===== src/rtl/sass_pkg.sv =====
// Shared types for the sass_synth voice allocator: key count, note index and voice record.
package sass_pkg;

  localparam int unsigned NUM_KEYS  = 15;
  // Age field is sized for the widest supported AGE_W; unused upper bits stay zero.
  localparam int unsigned AGE_W_MAX = 8;

  typedef logic [3:0] note_t;

  typedef struct packed {
    logic                 active;
    note_t                note;
    logic [AGE_W_MAX-1:0] age;
  } voice_t;

endpackage


===== src/rtl/voice_pick.sv =====
// Combinational voice search: holder of the current key, lowest free voice and,
// when VOICE_STEAL_EN is defined, the oldest voice.
module voice_pick
  import sass_pkg::*;
#(
  parameter int unsigned N_VOICES = 4,
  parameter int unsigned IDX_W    = (N_VOICES > 1) ? $clog2(N_VOICES) : 1
) (
  input  voice_t [N_VOICES-1:0] voices,
  input  note_t                 key,
  output logic                  hit,
  output logic [IDX_W-1:0]      hit_idx,
  output logic                  free,
  output logic [IDX_W-1:0]      free_idx
`ifdef VOICE_STEAL_EN
  ,
  output logic [IDX_W-1:0]      oldest_idx
`endif
);

  // Descending scan so the lowest matching index is the one left standing.
  always_comb begin
    hit      = 1'b0;
    hit_idx  = '0;
    free     = 1'b0;
    free_idx = '0;
    for (int v = N_VOICES - 1; v >= 0; v--) begin
      if (voices[v].active && (voices[v].note == key)) begin
        hit     = 1'b1;
        hit_idx = IDX_W'(v);
      end
      if (!voices[v].active) begin
        free     = 1'b1;
        free_idx = IDX_W'(v);
      end
    end
  end

`ifdef VOICE_STEAL_EN
  logic [AGE_W_MAX-1:0] best_age;

  // Strict compare keeps the lowest index on equal ages.
  always_comb begin
    oldest_idx = '0;
    best_age   = '0;
    for (int v = 0; v < N_VOICES; v++) begin
      if (voices[v].age > best_age) begin
        best_age   = voices[v].age;
        oldest_idx = IDX_W'(v);
      end
    end
  end
`else
  logic unused_age;

  always_comb begin
    unused_age = 1'b0;
    for (int v = 0; v < N_VOICES; v++) begin
      unused_age = unused_age ^ (^voices[v].age);
    end
  end
`endif

endmodule


===== src/rtl/voice_allocator.sv =====
// Polyphony scheduler: scans one key per clock and binds pressed keys to oscillator voices.
// Define VOICE_STEAL_EN to steal the oldest voice when all voices are busy.
module voice_allocator
  import sass_pkg::*;
#(
  parameter int unsigned N_VOICES = 4,
  parameter int unsigned AGE_W    = 4
) (
  input  logic                    hwclk,
  input  logic                    n_rst,
  input  logic [NUM_KEYS-1:0]     piano_keys,
  output logic [4*N_VOICES-1:0]   voice_note,
  output logic [N_VOICES-1:0]     voice_active,
  output logic [N_VOICES-1:0]     voice_new,
  output logic                    sweep_done
);

  localparam int unsigned IDX_W = (N_VOICES > 1) ? $clog2(N_VOICES) : 1;

  note_t                 scan_idx_q, scan_idx_d;
  voice_t [N_VOICES-1:0] voices_q, voices_d;
  logic [N_VOICES-1:0]   new_q, new_d;
  logic                  sweep_done_q;

  logic                  last_key, pressed;
  logic                  hit, free;
  logic [IDX_W-1:0]      hit_idx, free_idx;

  assign last_key   = (scan_idx_q == note_t'(NUM_KEYS - 1));
  assign scan_idx_d = last_key ? '0 : scan_idx_q + 4'd1;
  assign pressed    = piano_keys[scan_idx_q];

`ifdef VOICE_STEAL_EN
  localparam logic [AGE_W_MAX-1:0] AGE_SAT = AGE_W_MAX'((1 << AGE_W) - 1);
  logic [IDX_W-1:0] oldest_idx;
`endif

  voice_pick #(
    .N_VOICES (N_VOICES),
    .IDX_W    (IDX_W)
  ) u_voice_pick (
    .voices     (voices_q),
    .key        (scan_idx_q),
    .hit        (hit),
    .hit_idx    (hit_idx),
    .free       (free),
    .free_idx   (free_idx)
`ifdef VOICE_STEAL_EN
    ,
    .oldest_idx (oldest_idx)
`endif
  );

  always_comb begin
    voices_d = voices_q;
    new_d    = '0;
`ifdef VOICE_STEAL_EN
    // Ages advance before allocation so a voice taken this cycle starts at zero.
    if (last_key) begin
      for (int v = 0; v < N_VOICES; v++) begin
        if (voices_d[v].active && (voices_d[v].age < AGE_SAT)) begin
          voices_d[v].age = voices_d[v].age + 1'b1;
        end
      end
    end
`endif
    if (pressed && !hit) begin
      if (free) begin
        voices_d[free_idx] = '{active: 1'b1, note: scan_idx_q, age: '0};
        new_d[free_idx]    = 1'b1;
      end
`ifdef VOICE_STEAL_EN
      else begin
        voices_d[oldest_idx] = '{active: 1'b1, note: scan_idx_q, age: '0};
        new_d[oldest_idx]    = 1'b1;
      end
`endif
    end else if (!pressed && hit) begin
      voices_d[hit_idx].active = 1'b0;
    end
  end

  always_ff @(posedge hwclk or negedge n_rst) begin
    if (!n_rst) begin
      scan_idx_q   <= '0;
      voices_q     <= '0;
      new_q        <= '0;
      sweep_done_q <= 1'b0;
    end else begin
      scan_idx_q   <= scan_idx_d;
      voices_q     <= voices_d;
      new_q        <= new_d;
      sweep_done_q <= last_key;
    end
  end

  always_comb begin
    for (int v = 0; v < N_VOICES; v++) begin
      voice_note[4*v +: 4] = voices_q[v].note;
      voice_active[v]      = voices_q[v].active;
    end
  end

  assign voice_new  = new_q;
  assign sweep_done = sweep_done_q;

endmodule


===== config.mk =====
export PLATFORM = sky130hd
export DESIGN_NAME = voice_allocator
export DESIGN_NICKNAME = d
export VERILOG_FILES = /design/src/rtl/sass_pkg.sv /design/src/rtl/voice_pick.sv /design/src/rtl/voice_allocator.sv
export SDC_FILE = /design/constraint.sdc
export NUM_CORES = 1
export LEC_CHECK = 0
export BUFFER_PORTS_ARGS = -buffer_cell sky130_fd_sc_hd__buf_4
export CAP_MARGIN = 20
export CORE_MARGIN = 5
export CORE_UTILIZATION = 51
export CTS_CLUSTER_DIAMETER = 120
export DETAILED_ROUTE_END_ITERATION = 6
export PLACE_DENSITY = 0.78
export SLEW_MARGIN = 20
export SYNTH_ARGS = -nofsm -noshare
export SYNTH_HDL_FRONTEND = slang
export SYNTH_SLANG_ARGS = --single-unit

===== constraint.sdc =====
create_clock -name hwclk -period 2.8 [get_ports hwclk]
set_input_delay 0.42 -clock hwclk [delete_from_list [all_inputs] [get_ports hwclk]]
set_output_delay 0.42 -clock hwclk [all_outputs]
set_load 0.005 [all_outputs]

# Word-level counts from Yosys, hierarchy flattened

Cells that the tools add are included.

Input port bits: 17
Flip-flop bits (word level): 61
Word-level logic and storage cells: 71
Output and inout port bits: 25

$lt $le $gt $ge: 5
Multiplexer cells: 32
Add/sub/neg operators: 1
Equality and inequality tests: 6
Reductions and logical operators: 12

Operators by type and width:

| kind                  | count |
|---|---|
| $mux W52              | 3 |
| $bwmux W52            | 2 |
| $demux W13 S2         | 2 |
| $mux W13              | 2 |
| $eq A4 B4 Y1          | 4 |
| $mux W2               | 8 |
| $mux W4               | 3 |
| $mux W1               | 10 |
| $logic_and A1 B1 Y1   | 8 |
| $lt A2 B3 Y1 const B  | 2 |
| $lt A4 B5 Y1 const B  | 1 |
| $add A4 B1 Y4 const B | 1 |
| $bmux W1 S4           | 1 |
| $eq A4 B4 Y1 const B  | 1 |
| $ge A2 B1 Y1 const B  | 2 |
| $demux W1 S2          | 1 |
| $logic_not A1 Y1      | 2 |
| $ne A2 B2 Y1 const B  | 1 |
| $reduce_and A2 Y1     | 1 |
| $reduce_bool A2 Y1    | 1 |

# Longest topological paths before layout

Gate-level depths: netlist (run 1).

Depth after elaboration: 13
Mapped depth: 8
Depth with buffers taken out: 6

# By module

Synthesis (run 1) repeated with hierarchy kept, for this count alone.

Cells, all modules: 134
Area, all modules: 1535.2 µm²

Modules (own cells, without submodules):

| module          | cells each | seq. area each (µm²) | instances | area each (µm²) |
|---|---|---|---|---|
| voice_allocator | 95         | 725.7                | 1         | 1277.5 |
| voice_pick      | 39         | 0.0                  | 1         | 257.7 |

# Worst setup path before layout (run 1)

OpenSTA, ideal clock, no wires.

Path type: register to register
From: reg scan_idx_q[1]
To: reg voices_q, in the netlist voice_note[10]
Data required time: 2.675 ns
Library setup time: 0.125 ns
Cell stages (with the launch flop): 7
Arrival time: 1.869 ns
Period minus slack after synthesis: 1.994 ns
Path buffers: 1
Path slack: 0.806 ns
Path through: dfrtp_1 > buf_4 > xor2_1 > nor4_1 > nor3_2 > nand4_2 > mux2_2

Longest elaborated chain between the ends: 10
Elaborated cells between the ends (all ways): 29
Classes of those cells: 5 x eq/ne; 14 x mux; 10 x reduce/logical

Ends and longest elaborated chain:

| element                                           | line                                         | RTL |
|---|---|---|
| start, declared                                   | voice_allocator.sv:20                        | `note_t scan_idx_q, scan_idx_d;` |
| start signal, assigned                            | voice_allocator.sv:90                        | `scan_idx_q <= scan_idx_d;` |
| $eq A4 B4 Y1                                      | voice_pick.sv:28                             | `if (voices[v].active && (voices[v].note == key)) begin` |
| $logic_and A1 B1 Y1                               | voice_pick.sv:28                             |  |
| $mux W2 or $mux W1 (tied branches) (4 in series)  | voice_pick.sv:28                             |  |
| $demux W13 S2 or $logic_not A1 Y1 (tied branches) | voice_allocator.sv:79, voice_allocator.sv:67 |  |
| $bwmux W52 or $logic_and A1 B1 Y1 (tied branches) | voice_allocator.sv:79, voice_allocator.sv:67 |  |
| $mux W52 (tied with other cells)                  | voice_allocator.sv:78                        | `end else if (!pressed && hit) begin` |
| $mux W52 or $reduce_and A2 Y1 (tied branches)     | -                                            |  |
| end signal, assigned                              | voice_allocator.sv:91                        | `voices_q <= voices_d;` |
| end, declared                                     | voice_allocator.sv:21                        | `voice_t [N_VOICES-1:0] voices_q, voices_d;` |

Parallel ways exist; a longest one is shown, timed or not. The select of a mux whose other input is x is not followed.
A chain may end at the register's enable or synchronous reset.

# Final worst setup path (run 1)

From: reg scan_idx_q[0]
To: reg voices_q, in the netlist voice_note[9]

Same word-level chain as after synthesis.

==> results of run 1 <==
[critical path: stages, from the launching register on]
cell	delay (ps)
dfrtp_1	750
xnor2_1	170
nand3_1	170
nor2_1	100
nor3_2	530
nand4_2	310
mux2_2	340
[metrics by stage]
step | hold WS [ps] | cells | cell area, µm² | setup WS, ps | utilization [%]
floorplan | 124.4 | 130 | 1524 | 806.0 | -
global placement | 356.2 | 198 | 1856 | 465.6 | 66.15
detailed placement | 362.2 | 198 | 1856 | 301.0 | 66.15
CTS | 539.9 | 206 | 1921 | 286.3 | 68.47
global route | 564.7 | 206 | 1921 | 155.6 | 68.47
finish | 549.5 | 206 | 1921 | 310.4 | 68.47
[cell usage after synthesis, types with 3 or more instances]
master / number
dfrtp_1: 29
o21ai_0: 4
xor2_1: 9
buf_4: 3
buf_2: 3
nand2_1: 11
mux2_2: 14
xnor2_1: 7
nor2_1: 4
nor2b_1: 4
inv_1: 5
[logic make-up (layout without fill, tap and decap cells)]
| family | after synthesis | count (layout) | synth area share, % |
|---|---|---|---|
| AOI/OAI and AO/OA | 14 | 14 | 6.076 |
| xor gates and xnor gates | 16 | 16 | 9.196 |
| buffers and inverters | 13 | 58 | 4.187 |
| DFF | 29 | 29 | 47.62 |
| muxes | 20 | 20 | 16.34 |
| and+or+nand+nor | 38 | 38 | 16.58 |
[layout make-up]
cell class	instances	area (µm²)	share of cell area, %
multi-input cells	88	734.5	38.24
flip-flops and latches	29	725.7	37.79
repair buffers	46	347.8	18.11
clock buffers	7	55.05	2.866
well taps	31	38.79	2.020
inverters	5	18.77	0.9772
[sequential cells by signal, indices dropped and copies added, names as in the netlist]
signal	count
sweep_done	1
voice_new	4
voice_note	16
scan_idx_q	4
voice_active	4
[metal layers]
layer / share of wire, % / vias to the layer above / track usage, %
met1: 42 / 564 / 20.91
met4: 1.0 / 0 / 6.596
met5: 0 / - / 0
met3: 6.3 / 6 / 7.081
met2: 50 / 37 / 27.84
li1: - / 549 / -
[path summary, 6_finish.rpt]
check,depth (start not counted),slack [ps],startpoint,end
setup / recovery,6,310,scan_idx_q[0],voice_note[9]
hold / removal,2,550,n_rst,sweep_done
setup reg to reg,6,310,scan_idx_q[0],voice_note[9]
hold reg to reg,1,560,voice_note[8],voice_note[8]
max in group asynchronous,2,1970,n_rst,voice_note[0]
min in group hwclk,1,560,voice_note[8],voice_note[8]
[power by group]
| group | leakage, nW | total (W) | switching (W) | internal (W) |
|---|---|---|---|---|
| Clock | 0.0314 | 0.000257 | 0.000139 | 0.000118 |
| Combinational | 0.549 | 0.000634 | 0.000253 | 0.000381 |
| Sequential | 0.357 | 0.000689 | 0.000136 | 0.000552 |
==> impl_metrics.env, run 1 <==
export IMPL_fillCellCount=226
export IMPL_place_congestion=0.7460
export IMPL_hpwl_mm=2.480
export IMPL_die_area_um2=4182
export IMPL_drc=0
export IMPL_final_common_cell="buf_4"
export IMPL_drtIter0Drc=42
export IMPL_fin_setup_tns_ps=0
export IMPL_ios=42
export IMPL_grt_max_degree=30
export IMPL_total_power_w=0.001580
export IMPL_antenna_left=0
export IMPL_synth_seq_area_share_pct=47.62
export IMPL_ys_seq_elements=29
export IMPL_end_kind="flip-flop"
export IMPL_grtUsageTotal_pct=17.32
export IMPL_syn_num_nets=147
export IMPL_cts_buffers=5
export IMPL_status="completed"
export IMPL_synth_top_area_cell="dfrtp_1"
export IMPL_drt_pass1_iter_count=4
export IMPL_cts_sinks=29
export IMPL_yosysUniqueCellTypes=36
export IMPL_n_antenna_cell=0
export IMPL_grt_pass1_vias=1173
export IMPL_core_um2=2805
export IMPL_yosys_warnings=0
export IMPL_cts_tree="done"
export IMPL_worst_slew_pin_slew_ps=629.4
export IMPL_die_w_um=64.67
export IMPL_slew_headroom_pct=58.04
export IMPL_ys_top_cells_by_area="dfrtp_1, mux2_2, xor2_1, xnor2_1, nand2_1"
export IMPL_nNetsFinal=192
export IMPL_cts_buffer_depth=2
export IMPL_synthFlopType="dfrtp_1"
export IMPL_wl_mm=3.327
export IMPL_clk_pin_slew_ps=90
export IMPL_cts_setup_buffers=0
export IMPL_start_kind="flip-flop"
export IMPL_grt_ovfl_total=0
export IMPL_cap_violations=0
export IMPL_fin_worst_skew_ps=5.628
export IMPL_die_y_um=64.67
export IMPL_wl_per_cell_um=16.15
export IMPL_fin_crit_sh_pct=88.91
export IMPL_drive_above_1_share_pct=42.29
export IMPL_async_reset_ff_share_pct=100.0
export IMPL_worst_path_max_fanout=17
export IMPL_critPathKind="reg2reg"
export IMPL_htree_levels=2
export IMPL_setup_viol=0
export IMPL_synth_top_area_share_pct=47.62
export IMPL_antenna_found_initial=0
export IMPL_final_cell_mix="buf_4, dfrtp_1, mux2_2"
export IMPL_max_freq_mhz=401.7
export IMPL_critPathRequiredTime_ps=3020
export IMPL_syn_area_per_cell_um2=11.72
export IMPL_cts_hold_buf=1
export IMPL_port_buffers=41
export IMPL_drv_slew=0
export IMPL_placementRows=19
export IMPL_grt_pass1_wl_mm=5.464
export IMPL_start_util_pct=54.33
export IMPL_synthToLayoutAreaGrowth_pct=26.03
export IMPL_synth_edf_count=0
export IMPL_rsz0062_at_grt="false"
export IMPL_cts_root_buffer="clkbuf_4"
export IMPL_netlist_area_um2=1524
export IMPL_syn_inst=130
export IMPL_vias=1156
export IMPL_clock_latency_ps=330
export IMPL_power_density_nw_per_um2=822.7
export IMPL_min_path_type="in2async"
export IMPL_hold_viol_final=0
export IMPL_fin_crit_ps=2490
export IMPL_ir_drop_uv=623.4
export IMPL_cp_arrival_ps=2710
export IMPL_cts_resized=0
export IMPL_leakage_nw=0.9372
export IMPL_avgViaCountPerCell=5.612
Note: power is estimated with default switching activity, not from simulation.
==> inputs of run 2 (changes only) <==
Settings changed: BUFFER_PORTS_ARGS -buffer_cell sky130_fd_sc_hd__buf_4 to -buffer_cell sky130_fd_sc_hd__buf_2.
==> run 2 against run 1 <==
Sequential power decreased by 1%. Cell count decreased by 0.49%. Register-to-register slack improved by 30 ps. Critical path depth unchanged. Clock power about the same. Largest cell class unchanged. Highest routed layer unchanged.
==> impl_metrics.env, run 2 (synthesis results as in run 1) <==
export IMPL_p_int_w=0.0009772
export IMPL_r2r_start="scan_idx_q[0]"
export IMPL_setup_viol=0
export IMPL_synthToLayoutAreaGrowth_pct=18.64
export IMPL_drc=0
export IMPL_clock_latency_ps=330
export IMPL_fin_crit_sh_pct=87.81
export IMPL_fin_setup_tns_ps=0
export IMPL_drtIter0Drc=42
export IMPL_grt_max_degree=30
export IMPL_die_y_um=64.67
export IMPL_cts_buffers=5
export IMPL_cts_hold_buf=0
export IMPL_stdcell_count=205
export IMPL_rsz0062_at_grt="false"
export IMPL_ir_drop_uv=480.6
export IMPL_start_util_pct=54.33
export IMPL_ios=42
export IMPL_wl_per_cell_um=15.66
export IMPL_min_path_type="in2async"
export IMPL_p_clk_share_pct=17.3
export IMPL_htree_levels=2
export IMPL_antenna_left=0
export IMPL_critPathRequiredTime_ps=3020
export IMPL_start_kind="flip-flop"
export IMPL_largest_reg_flops=16
export IMPL_drv_slew=0
export IMPL_final_common_cell="buf_2"
export IMPL_grt_ovfl_total=0
export IMPL_grt_pass1_wl_mm=5.354
export IMPL_slew_headroom_pct=57.78
export IMPL_startpoint="scan_idx_q[0]"
export IMPL_worst_slew_pin_slew_ps=633.2
export IMPL_avgViaCountPerCell=5.551
export IMPL_utilization_pct=64.45
export IMPL_status="completed"
export IMPL_placementRows=19
export IMPL_grt_pass1_vias=1148
export IMPL_cap_violations=0
export IMPL_fin_crit_ps=2459
export IMPL_power_frac_comb_pct=37.2
export IMPL_fin_worst_skew_ps=11.72
export IMPL_cp_arrival_ps=2680
export IMPL_total_power_w=0.001495
export IMPL_multiInputGateArea_um2=734.5
export IMPL_p_switching_w=0.0005181
export IMPL_drive_above_1_share_pct=42.53
export IMPL_cts_tree="done"
export IMPL_vias=1138
export IMPL_dp_cells=198
export IMPL_nNetsFinal=191
export IMPL_grtUsageTotal_pct=17.28
export IMPL_cts_sinks=29
export IMPL_wl_mm=3.211
export IMPL_cts_resized=0
export IMPL_fillCellCount=236
export IMPL_hpwl_mm=2.391
export IMPL_clk_pin_slew_ps=90
export IMPL_netSwitchingFraction_pct=34.65
export IMPL_ff2ff_setup_slack_ps=340
export IMPL_antenna_found_initial=0
export IMPL_core_um2=2805
export IMPL_r2r_cells=6
export IMPL_pre_cts_ws_ps=353.2
export IMPL_place_congestion=0.7632
export IMPL_n_antenna_cell=0
export IMPL_r2r_end="voice_note[10]"
export IMPL_leakage_nw=0.9041
export IMPL_end_kind="flip-flop"
export IMPL_max_freq_mhz=406.7
export IMPL_endpoint="voice_note[10]"
export IMPL_die_w_um=64.67
export IMPL_cts_root_buffer="clkbuf_4"
export IMPL_critPathKind="reg2reg"
export IMPL_sequentialPowerShare_pct=45.5
export IMPL_final_cell_mix="buf_2, dfrtp_1, mux2_2"
export IMPL_drt_pass1_iter_count=4
export IMPL_regArea_um2=725.7
export IMPL_worst_path_max_fanout=17
export IMPL_port_buffers=41
export IMPL_hold_viol_final=0
export IMPL_cts_setup_buffers=0
export IMPL_worst_slack_ps=341.4
export IMPL_die_area_um2=4182
export IMPL_cts_buffer_depth=2
export IMPL_power_density_nw_per_um2=827.0
==> run 2: how the worst min path moves through the flow <==
stage | from | to | slack, ps
after CTS | n_rst | sweep_done | 110
after floorplan | n_rst | scan_idx_q[0] | 120
after global placement | n_rst | sweep_done | 460
after detailed placement | n_rst | sweep_done | 480
final | n_rst | sweep_done | 90
after global routing | n_rst | sweep_done | 130
==> run 2: routing by layer <==
layer / wire length, µm / vias up / track usage, %
met2: 1595 / 26 / 28.74
met3: 176 / 6 / 6.390
li1: - / 550 / -
met1: 1385 / 556 / 20.25
met5: 0 / - / 0
met4: 53 / 0 / 7.124
==> run 2: worst max-delay path, stage by stage (launching register included) <==
cell,delay [ps]
dfrtp_1,760
xnor2_1,160
nand3_1,150
nor2_1,90
nor3_2,530
nand4_2,320
mux2_2,340
==> run 2: cell type report <==
cell class | instances | share of cell area, %
Inverter | 5 | 1.038
Multi-Input combinational cell | 88 | 40.62
Clock buffer | 7 | 3.045
Timing Repair Buffer | 45 | 13.01
Sequential cell | 29 | 40.14
Tap cell | 31 | 2.145
==> run 2: metrics by stage <==
step                      hold WS, ps  area [µm²]
after floorplan                 124.4        1524
after CTS                       106.4        1808
final                           91.56        1808
after global placement          464.7        1753
after global routing            133.7        1808
after detailed placement        477.5        1753
==> run 2: power by group through the flow <==
| stage | logic, W | clock network (W) | registers (W) |
|---|---|---|---|
| 3_3_place_gp | 0.000551 | 0 | 0.000684 |
| 5_1_grt | 0.000616 | 0.000288 | 0.000707 |
| 2_1_floorplan | 0.000336 | 0 | 0.000685 |
| 6_report | 0.000556 | 0.000259 | 0.000681 |
| 3_5_place_dp | 0.000564 | 0 | 0.000692 |
| 4_1_cts | 0.000567 | 0.000266 | 0.000683 |
==> inputs of run 3 (changes only) <==
Settings changed: CORE_UTILIZATION 51 to 30, PLACE_DENSITY 0.78 to 0.52.
==> run 3 against run 2 <==
Wire length increased by 7.7%. Register-to-register slack improved by 60 ps. Via count decreased by 3.0%. Core utilization decreased by 26 points. First-iteration DRC count increased by 67%. Flip-flop and latch count unchanged. Power increased by 8.4%. Non-clock buffer count unchanged. Clock-buffer cell count unchanged. Critical path type unchanged. Largest power group unchanged.
==> impl_metrics.env, run 3 (synthesis results as in run 1) <==
export IMPL_r2r_start="scan_idx_q[0]"
export IMPL_max_freq_mhz=417.4
export IMPL_grt_pass1_vias=1171
export IMPL_p_clk_share_pct=23.4
export IMPL_sequentialPowerShare_pct=42.2
export IMPL_drive_above_1_share_pct=43.43
export IMPL_wl_per_cell_um=14.12
export IMPL_avgViaCountPerCell=4.506
export IMPL_grt_max_degree=30
export IMPL_ff2ff_setup_slack_ps=400
export IMPL_cts_root_buffer="clkbuf_8"
export IMPL_worst_path_max_fanout=15
export IMPL_ios=42
export IMPL_n_antenna_cell=0
export IMPL_worst_slew_pin_slew_ps=641.8
export IMPL_place_congestion=0.7892
export IMPL_cts_tree="done"
export IMPL_fin_worst_skew_ps=3.809
export IMPL_path_buf_inv=1
export IMPL_die_w_um=81.28
export IMPL_cts_resized=0
export IMPL_slowest_delay_ps=680
export IMPL_r2r_end="voice_note[11]"
export IMPL_drtIter0Drc=70
export IMPL_p_int_w=0.001082
export IMPL_start_kind="flip-flop"
export IMPL_fin_crit_ps=2396
export IMPL_r2r_cells=6
export IMPL_min_path_type="in2async"
export IMPL_p_switching_w=0.0005383
export IMPL_cts_hold_buf=0
export IMPL_die_y_um=81.28
export IMPL_cp_top_family="simple AND/OR/NAND/NOR gates"
export IMPL_synthToLayoutAreaGrowth_pct=24.88
export IMPL_htree_levels=2
export IMPL_utilization_pct=37.99
export IMPL_cp_arrival_ps=2560
export IMPL_vias=1104
export IMPL_final_common_cell="buf_2"
export IMPL_slew_headroom_pct=57.21
export IMPL_hpwl_mm=2.595
export IMPL_end_kind="flip-flop"
export IMPL_placementRows=26
export IMPL_cts_buffers=5
export IMPL_power_frac_comb_pct=34.5
export IMPL_clk_pin_slew_ps=60
export IMPL_critPathRequiredTime_ps=2960
export IMPL_antenna_left=0
export IMPL_total_power_w=0.001620
export IMPL_rsz0062_at_grt="false"
export IMPL_leakage_nw=0.9270
export IMPL_drc=0
export IMPL_core_um2=5010
export IMPL_port_buffers=41
export IMPL_die_area_um2=6606
export IMPL_hold_ws_ps=162.8
export IMPL_hold_viol_final=0
export IMPL_start_util_pct=30.42
export IMPL_cts_buffer_depth=2
export IMPL_grt_ovfl_total=0
export IMPL_fin_crit_sh_pct=85.55
export IMPL_drv_slew=0
export IMPL_drt_pass1_iter_count=4
export IMPL_ir_drop_uv=349.8
export IMPL_antenna_found_initial=0
export IMPL_netSwitchingFraction_pct=33.22
export IMPL_cap_violations=0
export IMPL_grt_pass1_wl_mm=5.713
export IMPL_clock_latency_ps=270
export IMPL_nNetsFinal=191
export IMPL_critPathKind="reg2reg"
export IMPL_wl_mm=3.459
export IMPL_worst_slack_ps=404.5
export IMPL_pre_cts_ws_ps=367.0
export IMPL_final_cell_mix="buf_2, dfrtp_1, mux2_2"
export IMPL_cts_sinks=29
export IMPL_fin_setup_tns_ps=0
export IMPL_crit_path_cell_trace="xor2_1 -> nor4_1 -> buf_4 -> nor3_2 -> nand4_2 -> mux2_2"
export IMPL_status="completed"
export IMPL_power_density_nw_per_um2=851.5
export IMPL_grtUsageTotal_pct=11.58
export IMPL_setup_viol=0
export IMPL_slowest_stage="dfrtp_1"
export IMPL_largest_reg_flops=16
export IMPL_cts_setup_buffers=0
## run 3: changes by cell type in the layout (fill, tap and decap cells not counted)
cell | before | now
clkinv_2 | 0 | 1
clkbuf_8 | 1 | 7
clkbuf_1 | 1 | 0
clkbuf_4 | 5 | 0
## run 3: area by class of cell
class	instances	area, µm²
well taps	70	87.58
flip-flops and latches	29	725.7
clock inverters	1	5.005
clock buffers	7	96.34
multi-input cells	88	734.5
repair buffers	45	235.2
fillers	514	3107
inverters	5	18.77
## run 3: power by group through the flow
stage | Clock [W] | Sequential, W | Combinational, W
global route | 0.000414 | 0.000707 | 0.000622
global placement | 0 | 0.000690 | 0.000559
detailed placement | 0 | 0.000693 | 0.000571
floorplan | 0 | 0.000685 | 0.000336
finish | 0.000379 | 0.000683 | 0.000559
CTS | 0.000391 | 0.000687 | 0.000574
## run 3: routing by layer
metal	global-route usage [%]	vias up	routed length, µm
met2	18.65	23	1741
met3	4.213	5	168
met5	0	-	0
met4	4.054	0	41
li1	-	545	-
met1	14.20	531	1507
## run 3: stage by stage
| stage | instances | instance area [µm²] |
|---|---|---|
| after global routing | 245 | 1903 |
| after detailed placement | 237 | 1802 |
| after global placement | 237 | 1802 |
| final | 245 | 1903 |
| after CTS | 245 | 1903 |
| after floorplan | 130 | 1524 |
## run 3: worst max-delay path by stage
| stage | slack (ps) | start | endpoint | depth (start not counted) |
|---|---|---|---|---|
| after detailed placement | 370 | scan_idx_q[0] | voice_note[11] | 6 |
| after CTS | 360 | scan_idx_q[0] | voice_note[11] | 6 |
| final | 400 | scan_idx_q[0] | voice_note[11] | 6 |
| after global placement | 480 | scan_idx_q[2] | voice_note[9] | 7 |
| after floorplan | 810 | scan_idx_q[1] | voice_note[10] | 6 |
| after global routing | 220 | scan_idx_q[2] | voice_note[11] | 7 |
